===== config.mk =====
export PLATFORM = sky130hd
export DESIGN_NAME = node_flat
export DESIGN_NICKNAME = d
export VERILOG_FILES = /design/src/rtl/node_if.sv /design/src/rtl/node.sv /design/src/flat_wrapper.sv
export SDC_FILE = /design/constraint.sdc
export NUM_CORES = 1
export LEC_CHECK = 0
export ABC_AREA = 1
export ABC_CLOCK_PERIOD_IN_PS = 4100
export CORE_MARGIN = 3
export CORE_UTILIZATION = 30
export DETAILED_ROUTE_END_ITERATION = 16
export PLACE_DENSITY = 0.55
export SYNTH_ARGS = -nofsm -noshare
export SYNTH_HDL_FRONTEND = slang
export SYNTH_SLANG_ARGS = --single-unit

===== constraint.sdc =====
create_clock -name clk -period 4.1 [get_ports clk]
set_input_delay 0.82 -clock clk [delete_from_list [all_inputs] [get_ports clk]]
set_output_delay 0.82 -clock clk [all_outputs]
set_load 0.005 [all_outputs]

===== src/rtl/node_if.sv =====
// Message bus between a search node, its upstream source and its neighbors.
interface node_if #(
  parameter int unsigned VAR_WIDTH     = 8,
  parameter int unsigned CLAUSE_LENGTH = 3,
  parameter int unsigned NUM_NEIGHBORS = 4
);
  logic [VAR_WIDTH-1:0]     incoming_var;
  logic                     incoming_var_valid;
  logic [1:0]               incoming_msg_type;
  logic [CLAUSE_LENGTH-1:0] incoming_mask;
  logic [NUM_NEIGHBORS-1:0] neighbor_busy;

  logic [VAR_WIDTH-1:0]     outgoing_var;
  logic                     outgoing_var_valid;
  logic [1:0]               outgoing_msg_type;
  logic [CLAUSE_LENGTH-1:0] outgoing_mask;
  logic [NUM_NEIGHBORS-1:0] node_busy;
  logic                     sat_found;

  modport master (
    output incoming_var, incoming_var_valid, incoming_msg_type, incoming_mask, neighbor_busy,
    input  outgoing_var, outgoing_var_valid, outgoing_msg_type, outgoing_mask, node_busy, sat_found
  );

  modport slave (
    input  incoming_var, incoming_var_valid, incoming_msg_type, incoming_mask, neighbor_busy,
    output outgoing_var, outgoing_var_valid, outgoing_msg_type, outgoing_mask, node_busy, sat_found
  );
endinterface


===== src/rtl/node.sv =====
// SAT search node: accumulates clause results for a forked variable, forks the
// next variable to a free neighbor on a miss, and latches SAT once all clauses hold.
module node #(
  parameter int unsigned NODE_ID       = 0,
  parameter int unsigned NUM_NEIGHBORS = 4,
  parameter int unsigned CLAUSE_LENGTH = 3,
  parameter int unsigned NUM_CLAUSES   = 16,
  parameter int unsigned VAR_WIDTH     = 8
) (
  input logic clk,
  input logic rst_n,
  node_if.slave bus
);
  localparam int unsigned PTR_W = (NUM_CLAUSES > 1) ? $clog2(NUM_CLAUSES) : 1;

  localparam logic [1:0] MSG_NONE = 2'b00;
  localparam logic [1:0] MSG_FORK = 2'b01;
  localparam logic [1:0] MSG_MASK = 2'b10;
  localparam logic [1:0] MSG_VNF  = 2'b11;

  typedef enum logic [1:0] {
    ST_IDLE    = 2'b00,
    ST_SOLVING = 2'b01,
    ST_FORK    = 2'b10,
    ST_SAT     = 2'b11
  } state_e;

  state_e                   current_state_q, current_state_d;
  logic [VAR_WIDTH-1:0]     var_reg_q, var_reg_d;
  logic [PTR_W-1:0]         clause_ptr_q, clause_ptr_d;
  logic [NUM_CLAUSES-1:0]   clause_sat_q, clause_sat_d;

  logic [VAR_WIDTH-1:0]     outgoing_var_q, outgoing_var_d;
  logic                     outgoing_var_valid_q, outgoing_var_valid_d;
  logic [1:0]               outgoing_msg_type_q, outgoing_msg_type_d;
  logic [CLAUSE_LENGTH-1:0] outgoing_mask_q, outgoing_mask_d;
  logic [NUM_NEIGHBORS-1:0] node_busy_q, node_busy_d;
  logic                     sat_found_q, sat_found_d;

  // The identifier does not affect behaviour; kept for instance bookkeeping.
  logic node_id_unused;
  assign node_id_unused = ^32'(NODE_ID);

  always_comb begin
    current_state_d      = current_state_q;
    var_reg_d            = var_reg_q;
    clause_ptr_d         = clause_ptr_q;
    clause_sat_d         = clause_sat_q;
    outgoing_var_d       = outgoing_var_q;
    outgoing_var_valid_d = 1'b0;
    outgoing_msg_type_d  = MSG_NONE;
    outgoing_mask_d      = '0;

    case (current_state_q)
      ST_IDLE: begin
        if (bus.incoming_msg_type == MSG_FORK && bus.incoming_var_valid) begin
          var_reg_d       = bus.incoming_var;
          clause_sat_d    = '0;
          clause_ptr_d    = '0;
          current_state_d = ST_SOLVING;
        end
      end
      ST_SOLVING: begin
        if (bus.incoming_msg_type == MSG_MASK) begin
          clause_sat_d[clause_ptr_q] = clause_sat_q[clause_ptr_q] | (|bus.incoming_mask);
          clause_ptr_d = (clause_ptr_q == PTR_W'(NUM_CLAUSES - 1)) ? '0
                                                                   : clause_ptr_q + PTR_W'(1);
          outgoing_msg_type_d = MSG_MASK;
          outgoing_mask_d     = bus.incoming_mask;
          if (&clause_sat_d) current_state_d = ST_SAT;
        end else if (bus.incoming_msg_type == MSG_VNF) begin
          // The last representable variable has no successor to fork.
          current_state_d = (&var_reg_q) ? ST_IDLE : ST_FORK;
        end
      end
      ST_FORK: begin
        if (!(&bus.neighbor_busy)) begin
          var_reg_d            = var_reg_q + VAR_WIDTH'(1);
          outgoing_var_d       = var_reg_q + VAR_WIDTH'(1);
          outgoing_var_valid_d = 1'b1;
          outgoing_msg_type_d  = MSG_FORK;
          current_state_d      = ST_SOLVING;
        end
      end
      ST_SAT: ;
      default: current_state_d = ST_IDLE;
    endcase

    node_busy_d = {NUM_NEIGHBORS{current_state_d != ST_IDLE}};
    sat_found_d = (current_state_d == ST_SAT);
  end

  always_ff @(posedge clk) begin
    if (rst_n) begin
      current_state_q      <= ST_IDLE;
      var_reg_q            <= '0;
      clause_ptr_q         <= '0;
      clause_sat_q         <= '0;
      outgoing_var_q       <= '0;
      outgoing_var_valid_q <= 1'b0;
      outgoing_msg_type_q  <= MSG_NONE;
      outgoing_mask_q      <= '0;
      node_busy_q          <= '0;
      sat_found_q          <= 1'b0;
    end else begin
      current_state_q      <= current_state_d;
      var_reg_q            <= var_reg_d;
      clause_ptr_q         <= clause_ptr_d;
      clause_sat_q         <= clause_sat_d;
      outgoing_var_q       <= outgoing_var_d;
      outgoing_var_valid_q <= outgoing_var_valid_d;
      outgoing_msg_type_q  <= outgoing_msg_type_d;
      outgoing_mask_q      <= outgoing_mask_d;
      node_busy_q          <= node_busy_d;
      sat_found_q          <= sat_found_d;
    end
  end

  assign bus.outgoing_var       = outgoing_var_q;
  assign bus.outgoing_var_valid = outgoing_var_valid_q;
  assign bus.outgoing_msg_type  = outgoing_msg_type_q;
  assign bus.outgoing_mask      = outgoing_mask_q;
  assign bus.node_busy          = node_busy_q;
  assign bus.sat_found          = sat_found_q;
endmodule


===== src/flat_wrapper.sv =====
// flat-port wrapper written by rule: the top's interface ports become plain ports
module node_flat 
#(
  parameter int unsigned NODE_ID       = 0,
  parameter int unsigned NUM_NEIGHBORS = 4,
  parameter int unsigned CLAUSE_LENGTH = 3,
  parameter int unsigned NUM_CLAUSES   = 16,
  parameter int unsigned VAR_WIDTH     = 8
)
  (clk, rst_n, bus_incoming_var, bus_incoming_var_valid, bus_incoming_msg_type, bus_incoming_mask, bus_neighbor_busy, bus_outgoing_var, bus_outgoing_var_valid, bus_outgoing_msg_type, bus_outgoing_mask, bus_node_busy, bus_sat_found);
  node_if #(.VAR_WIDTH(VAR_WIDTH), .CLAUSE_LENGTH(CLAUSE_LENGTH), .NUM_NEIGHBORS(NUM_NEIGHBORS)) bus_i ();
  input logic clk;
  input logic rst_n;
  input wire logic [$bits(bus_i.incoming_var)-1:0] bus_incoming_var;
  input wire logic [$bits(bus_i.incoming_var_valid)-1:0] bus_incoming_var_valid;
  input wire logic [$bits(bus_i.incoming_msg_type)-1:0] bus_incoming_msg_type;
  input wire logic [$bits(bus_i.incoming_mask)-1:0] bus_incoming_mask;
  input wire logic [$bits(bus_i.neighbor_busy)-1:0] bus_neighbor_busy;
  output wire logic [$bits(bus_i.outgoing_var)-1:0] bus_outgoing_var;
  output wire logic [$bits(bus_i.outgoing_var_valid)-1:0] bus_outgoing_var_valid;
  output wire logic [$bits(bus_i.outgoing_msg_type)-1:0] bus_outgoing_msg_type;
  output wire logic [$bits(bus_i.outgoing_mask)-1:0] bus_outgoing_mask;
  output wire logic [$bits(bus_i.node_busy)-1:0] bus_node_busy;
  output wire logic [$bits(bus_i.sat_found)-1:0] bus_sat_found;
  assign bus_i.incoming_var = bus_incoming_var;
  assign bus_i.incoming_var_valid = bus_incoming_var_valid;
  assign bus_i.incoming_msg_type = bus_incoming_msg_type;
  assign bus_i.incoming_mask = bus_incoming_mask;
  assign bus_i.neighbor_busy = bus_neighbor_busy;
  assign bus_outgoing_var = bus_i.outgoing_var;
  assign bus_outgoing_var_valid = bus_i.outgoing_var_valid;
  assign bus_outgoing_msg_type = bus_i.outgoing_msg_type;
  assign bus_outgoing_mask = bus_i.outgoing_mask;
  assign bus_node_busy = bus_i.node_busy;
  assign bus_sat_found = bus_i.sat_found;
  node #(.NODE_ID(NODE_ID), .NUM_NEIGHBORS(NUM_NEIGHBORS), .CLAUSE_LENGTH(CLAUSE_LENGTH), .NUM_CLAUSES(NUM_CLAUSES), .VAR_WIDTH(VAR_WIDTH)) u_core (.clk(clk), .rst_n(rst_n), .bus(bus_i));
endmodule

==> flow_summary.toml <==
[detailed_routing]
num_vias = 2653
wire_per_inst_um = 12.7
firstDrtPassIters = 4
drt_iter0_drc = 134
drtAntennaViolNets = 0
routed_via_density = 4.76
drcViolationCount = 0
wl_mm = 7.09

[min_path]
hold-path-cell-count = 2
min_delay_worst_endpoint = "u_core.clause_sat_q[6]$_SDFFE_PP0P_"
min_from = "u_core.clause_sat_q[6]$_SDFFE_PP0P_"
worstHoldPathType = "reg -> reg"

[global_route]
antenna_found_initial = 0
grt_overflow_total = 0
grt_pass1_vias = 2539
grt_max_degree = 26
grt-busiest-layer = "met2"
grt_util_met1_pct = 18.2
grtUsageMet2_pct = 23.8
grt_pass1_wl_mm = 11.7
grtUsageTotal_pct = 13.9
use_met3_pct = 2.73

[setup_path]
path_class = "in -> reg"
start_kind = "input pin"
worstRegToRegCells = 11
r2r-start = "u_core.current_state_q[0]$_SDFF_PP0_"
crit_path_max_fanout = 16
cp.required_ps = 4290
rr_endpoint = "u_core.var_reg_q[7]$_SDFFE_PP0P_"
reg2reg_slack_ps = 1260
crit_path_end_kind = "flip-flop"
crit_arrival_ps = 3140

[die]
die_h_um = 102
initial_core_util_pct = 31.2
ios = 39
dieArea_sq_mm = 0.0104
die_w_um = 102
rows = 34
coreArea_sq_mm = 0.00885

[clock_tree]
cts_max_level = 2
ctsHoldBuffers = 0
cts.path.max_buffers = 2
cts_sinks = 46
cts_tree = "yes"
path_clk_slew_ps = 90
post-cts-setup-buffer-count = 0
ctsResizeCount = 0
clockRootBuffer = "clkbuf_8"
clk_latency_ps = 310
numCtsBuffers = 5

[sta]
rsz0062_at_grt = "no"
finalSetupTns_ps = 0
fin_skew_ps = 16.2
max_clock_freq_mhz = 339
hold_viol = 0
finalSetupViolCount = 0
finalCriticalPeriod_ps = 2950
post-route-period-util_pct = 72.0
slew-limit-headroom_pct = 55.0
worstMarginPinSlew_ps = 672
maxSlewViolCount = 0

[synthesis]
synth_edf_count = 0
yosys_most_used_dff = "dfxtp_1"
ys_warn_count = 0
syn_area_sq_mm = 0.00276
seq_area_frac_synth_pct = 33.4
async_reset_ff_share_pct = 0
ys_ff_latch = 46
yosysTopAreaCell = "dfxtp_1"
syn_area_per_cell_sq_um = 6.63
ys_types = 33
synth_top_cell_area_share_pct = 33.4
syn_nets = 445
synthTopCellsByArea = "dfxtp_1, nand2_1, nor2_1"
syn_inst = 416

[layout]
drive_gt1_share_pct = 10.5
layout_commonest_cell = "nand2_1"
antenna_cells = 0
fin_util_pct = 37.0
multi_input_area_sq_mm = 0.00151
area_growth_pct = 18.6
nets = 477
num-fill-cells = 962
final_cell_mix = "nand2_1, nor2_1, inv_1, dfxtp_1, clkdlybuf4s50_1"
regArea_sq_um = 921

[place]
gp_congestion = 0.854
port_buffers = 38
dp_hpwl_mm = 5.12

[job]
cap_violations = 0

[pwr]
power.density_mw_per_mm2 = 302
leakage_uw = 0.00129
peakVddDrop_uv = 149
power.total_uw = 988

[outcome]
status = "completed"
[cells by family after synthesis]
kind of cell / Yosys count / synth area share [%]
and+or+nand+nor: 208 / 34.6
buffers and inverters: 75 / 12.0
AOI/OAI and AO/OA: 72 / 14.1
DFF: 46 / 33.4
adders and majority gates: 9 / 4.08
xor gates and xnor gates: 6 / 1.90
[cell type report]
cell class	count	area share [%]
inverters	60	6.88
clock inverters	3	0.650
well taps	108	4.13
flip-flops and latches	46	28.1
multi-input cells	295	46.0
repair buffers	40	12.1
clock buffers	5	2.10
[flip-flops by register name (all words and copies together), names as in the netlist]
signal and cells:
u_core.var_reg_q 8, u_core.clause_sat_q 16, u_core.current_state_q 2, u_core.bus.outgoing_var_valid 1, u_core.bus.outgoing_var 8, u_core.bus.node_busy 1
u_core.bus.sat_found 1, u_core.bus.outgoing_mask 3, u_core.bus.outgoing_msg_type 2, u_core.clause_ptr_q 4
[where the power goes]
part / switching [uW] / internal (uW)
logic: 118 / 85.3
clock network: 164 / 120
registers: 27.8 / 473
[worst max-delay path by stage]
stage                             startpoint                                  end  slack, ps
floorplan               bus_neighbor_busy[3]     u_core.var_reg_q[7]$_SDFFE_PP0P_       1960
finish              bus_incoming_msg_type[1]  u_core.clause_ptr_q[3]$_SDFFE_PP0P_       1150
global route        bus_incoming_msg_type[1]  u_core.clause_ptr_q[3]$_SDFFE_PP0P_        820
global placement    bus_incoming_msg_type[1]  u_core.clause_ptr_q[3]$_SDFFE_PP0P_        930
CTS                 bus_incoming_msg_type[1]  u_core.clause_ptr_q[3]$_SDFFE_PP0P_       1180
detailed placement  bus_incoming_msg_type[1]  u_core.clause_ptr_q[3]$_SDFFE_PP0P_        850
[synth_stat cells, drive strengths merged (2+ instances only)]
master,n
nor2,59
xor2,5
dfxtp,46
nand2,97
inv,59
a21oi,31
ha,9
o21ai,32
o211ai,2
clkbuf,5
buf,10
a31oi,3
nand4,3
nor3,2
nand3,46
[worst max-delay path, stage by stage]
cell	delay [ps]
clkdlybuf4s50_1	510
inv_2	50
nand3_1	110
inv_1	50
nor2_1	140
inv_1	80
nand2_1	100
inv_2	140
nor2_1	550
inv_1	220
nand4_1	140
xor2_1	170
nor2_1	50
[per-layer routing]
metal / share of wire [%] / vias up / routed length, um
met1: 47 / 1195 / 3350
met2: 47 / 65 / 3300
met5: 0 / - / 0
met3: 5.5 / 4 / 393
met4: 0.62 / 0 / 44
li1: - / 1389 / -
[per-stage QoR]
| stage | setup slack, ps | instances | hold WS, ps | area (sq um) |
|---|---|---|---|---|
| 2_1_floorplan | 1960 | 416 | 444 | 2760 |
| 3_3_place_gp | 933 | 549 | 453 | 3180 |
| 3_5_place_dp | 853 | 549 | 456 | 3180 |
| 4_1_cts | 1180 | 557 | 470 | 3270 |
| 5_1_grt | 815 | 557 | 496 | 3270 |
| 6_report | 1150 | 557 | 469 | 3270 |
No activity file was read; power rests on OpenSTA's default activity.
==> variant, RTL diff (config.mk and constraints unchanged) <==
`VAR_WIDTH` is set to 8 in 3 places; all go to 9.
--- a/src/rtl/node_if.sv
+++ b/src/rtl/node_if.sv
@@ -1,5 +1,5 @@
 // Message bus between a search node, its upstream source and its neighbors.
 interface node_if #(
-  parameter int unsigned VAR_WIDTH     = 8,
+  parameter int unsigned VAR_WIDTH     = 9,
   parameter int unsigned CLAUSE_LENGTH = 3,
   parameter int unsigned NUM_NEIGHBORS = 4
--- a/src/rtl/node.sv
+++ b/src/rtl/node.sv
@@ -6,5 +6,5 @@
   parameter int unsigned CLAUSE_LENGTH = 3,
   parameter int unsigned NUM_CLAUSES   = 16,
-  parameter int unsigned VAR_WIDTH     = 8
+  parameter int unsigned VAR_WIDTH     = 9
 ) (
   input logic clk,
--- a/src/flat_wrapper.sv
+++ b/src/flat_wrapper.sv
@@ -6,5 +6,5 @@
   parameter int unsigned CLAUSE_LENGTH = 3,
   parameter int unsigned NUM_CLAUSES   = 16,
-  parameter int unsigned VAR_WIDTH     = 8
+  parameter int unsigned VAR_WIDTH     = 9
 )
   (clk, rst_n, bus_incoming_var, bus_incoming_var_valid, bus_incoming_msg_type, bus_incoming_mask, bus_neighbor_busy, bus_outgoing_var, bus_outgoing_var_valid, bus_outgoing_msg_type, bus_outgoing_mask, bus_node_busy, bus_sat_found);
Ports: changed (resized bus_incoming_var and bus_outgoing_var); port bits go from 39 to 41. The function was not compared with the original's and may differ.
==> variant against the unedited design <==
- sequential power is 4.2% higher
- largest cell class unchanged
- worst setup slack worse by 0.11 ns
- critical path type unchanged
- count of clock-buffer cells in the layout stayed put
- total power is 15% higher
- highest routed layer unchanged
- clock power is 41% higher
- sequential cell count is 2 higher
- routed wire length is 1.4% lower
- hold slack worse by 0.0018 ns
- area after synthesis is 2.5% higher
- combinational power is 4% higher
- final area is 4.2% higher
- non-clock buffer count is 4 higher
==> variant: results (changes against the unedited design) <==
| Metric | Value |
|---|---|
| First-pass GRT wire length | `12000 um (+2.5%)` |
| Final number of setup-violating endpoints | `0 (unchanged)` |
| Syn nets | `460 (+3.4%)` |
| Worst R2R End | `u_core.var_reg_q[3]$_SDFFE_PP0P_` |
| Initial antenna violation count | `0 (unchanged)` |
| Final net count | `494 (+3.6%)` |
| Fin cells | `571 (+2.5%)` |
| DP Wirelength | `5112 um (-0.11%)` |
| DR WL/cell | `12.24 um (-3.8%)` |
| Most flops, register | `u_core.clause_sat_q` |
| Clock skew | `0.01217 ns (-0.004043 ns)` |
| Filler Cell Count | `975 (+1.4%)` |
| Status | `completed` |
| Port Buf Inserts | `40 (+5.3%)` |
| Worst slew pin tran | `0.6793 ns (+0.007426 ns)` |
| Iteration-0 DRC count of the detailed router | `133 (-0.75%)` |
| Post-synth cell types | `29 (-12%)` |
| Worst R2R Start | `u_core.current_state_q[0]$_SDFF_PP0_` |
| Number of vias per cell | `4.792 (+0.60%)` |
| Synth top area cells | `dfxtp_1 (34%), nand2_1 (12%), nor2_1 (8.0%)` |
| Layout cells sized above 1 | `8.207% (-2.3 points)` |
| Reg2reg path depth | `11 (unchanged)` |
| Reg2reg setup slack | `1.35 ns (+0.09 ns)` |
| Routing usage on met1 | `17.76% (-0.39 points)` |
| Cell count after placement | `564 (+2.7%)` |
| Commonest cells post-synth | `nand2_1 (94), nor2_1 (60), inv_1 (55)` |
| Max reg flops | `16 (unchanged)` |
| Leak | `1.365 nW (+5.9%)` |
| Clk slew on worst S/H paths | `0.09 ns (about the same)` |
| Vias in the first global route | `2639 (+3.9%)` |
| Worst EP arrival | `3.27 ns (+0.13 ns)` |
| Crit Path Max Fanout | `16 (unchanged)` |
| Num CTS Buffers | `5 (unchanged)` |
| Pin count of the biggest net entering global routing | `27 (+3.8%)` |
| M2 GR Usage | `24.47% (+0.63 points)` |
| Register area share after synthesis | `33.95% (+0.59 points)` |
| GRT Total Usage | `13.99% (+0.14 points)` |
| Hold_sp | `u_core.clause_sat_q[12]$_SDFFE_PP0P_` |
| Met3 usage | `2.571% (-0.16 points)` |
| VDD IR-drop max | `129.8 uV (-13%)` |
| Worst Hold End | `u_core.clause_sat_q[12]$_SDFFE_PP0P_` |
| Final GP Congestion | `0.8276 (-3.1%)` |
| Avg Inst Size Synth | `6.597 um^2 (-0.57%)` |
-- variant: cells by family (layout without fill, tap and decap cells) --
group	Yosys count	count (layout)	share of synthesized area (%)
compound gates	75	75	14.15
xor+xnor	6	6	1.857
fa+ha+maj	10	10	4.421
simple gates	214	214	33.86
flops	48	48	33.95
buf+inv	76	110	11.76
-- variant: worst max-delay path by stage --
stage,from,endpoint,depth (start not counted)
after floorplan,bus_incoming_mask[1],u_core.bus.node_busy[0]$_SDFF_PP0_,17
after global placement,bus_incoming_msg_type[1],u_core.clause_ptr_q[3]$_SDFFE_PP0P_,13
after detailed placement,bus_incoming_msg_type[1],u_core.clause_ptr_q[3]$_SDFFE_PP0P_,13
after CTS,bus_incoming_msg_type[1],u_core.clause_ptr_q[3]$_SDFFE_PP0P_,13
after global routing,bus_incoming_msg_type[1],u_core.clause_ptr_q[3]$_SDFFE_PP0P_,13
final,bus_incoming_msg_type[1],u_core.clause_ptr_q[3]$_SDFFE_PP0P_,13
-- variant: critical path, stage by stage --
cell and delay [ns]:
clkdlybuf4s50_1 0.52, inv_1 0.08, nand3_1 0.11, inv_1 0.05
nor2_1 0.12, inv_1 0.07, nand2_1 0.08, inv_1 0.24
nor2_1 0.61, inv_1 0.22, nand4_1 0.14, xor2_1 0.15
nor2_1 0.05
-- variant: per-stage QoR --
stage / instance area (um^2) / hold WS, ns / setup WS [ns]
6_report: 3413 / 0.4670 / 1.035
5_1_grt: 3413 / 0.4912 / 0.6605
4_1_cts: 3413 / 0.4683 / 1.039
3_5_place_dp: 3284 / 0.4548 / 0.7151
3_3_place_gp: 3284 / 0.4519 / 0.8123
2_1_floorplan: 2830 / 0.4443 / 1.916
-- variant: layer usage --
layer / wire length, um / share of wire [%]
met1: 3235 / 46
met3: 257 / 3.7
met4: 82 / 1.2
met2: 3413 / 49
met5: 0 / 0
-- variant: final cells by class --
type	instances	share of cell area, %
multi-input cells	305	45.01
flip-flops and latches	48	28.15
repair buffers	44	12.61
inverters	59	6.488
well taps	108	3.959
clock buffers	5	2.016
clock inverters	2	1.760
-- variant: where the power goes --
group	switching (mW)	internal [mW]
logic	0.121	0.0914
clock network	0.161	0.240
registers	0.0260	0.495
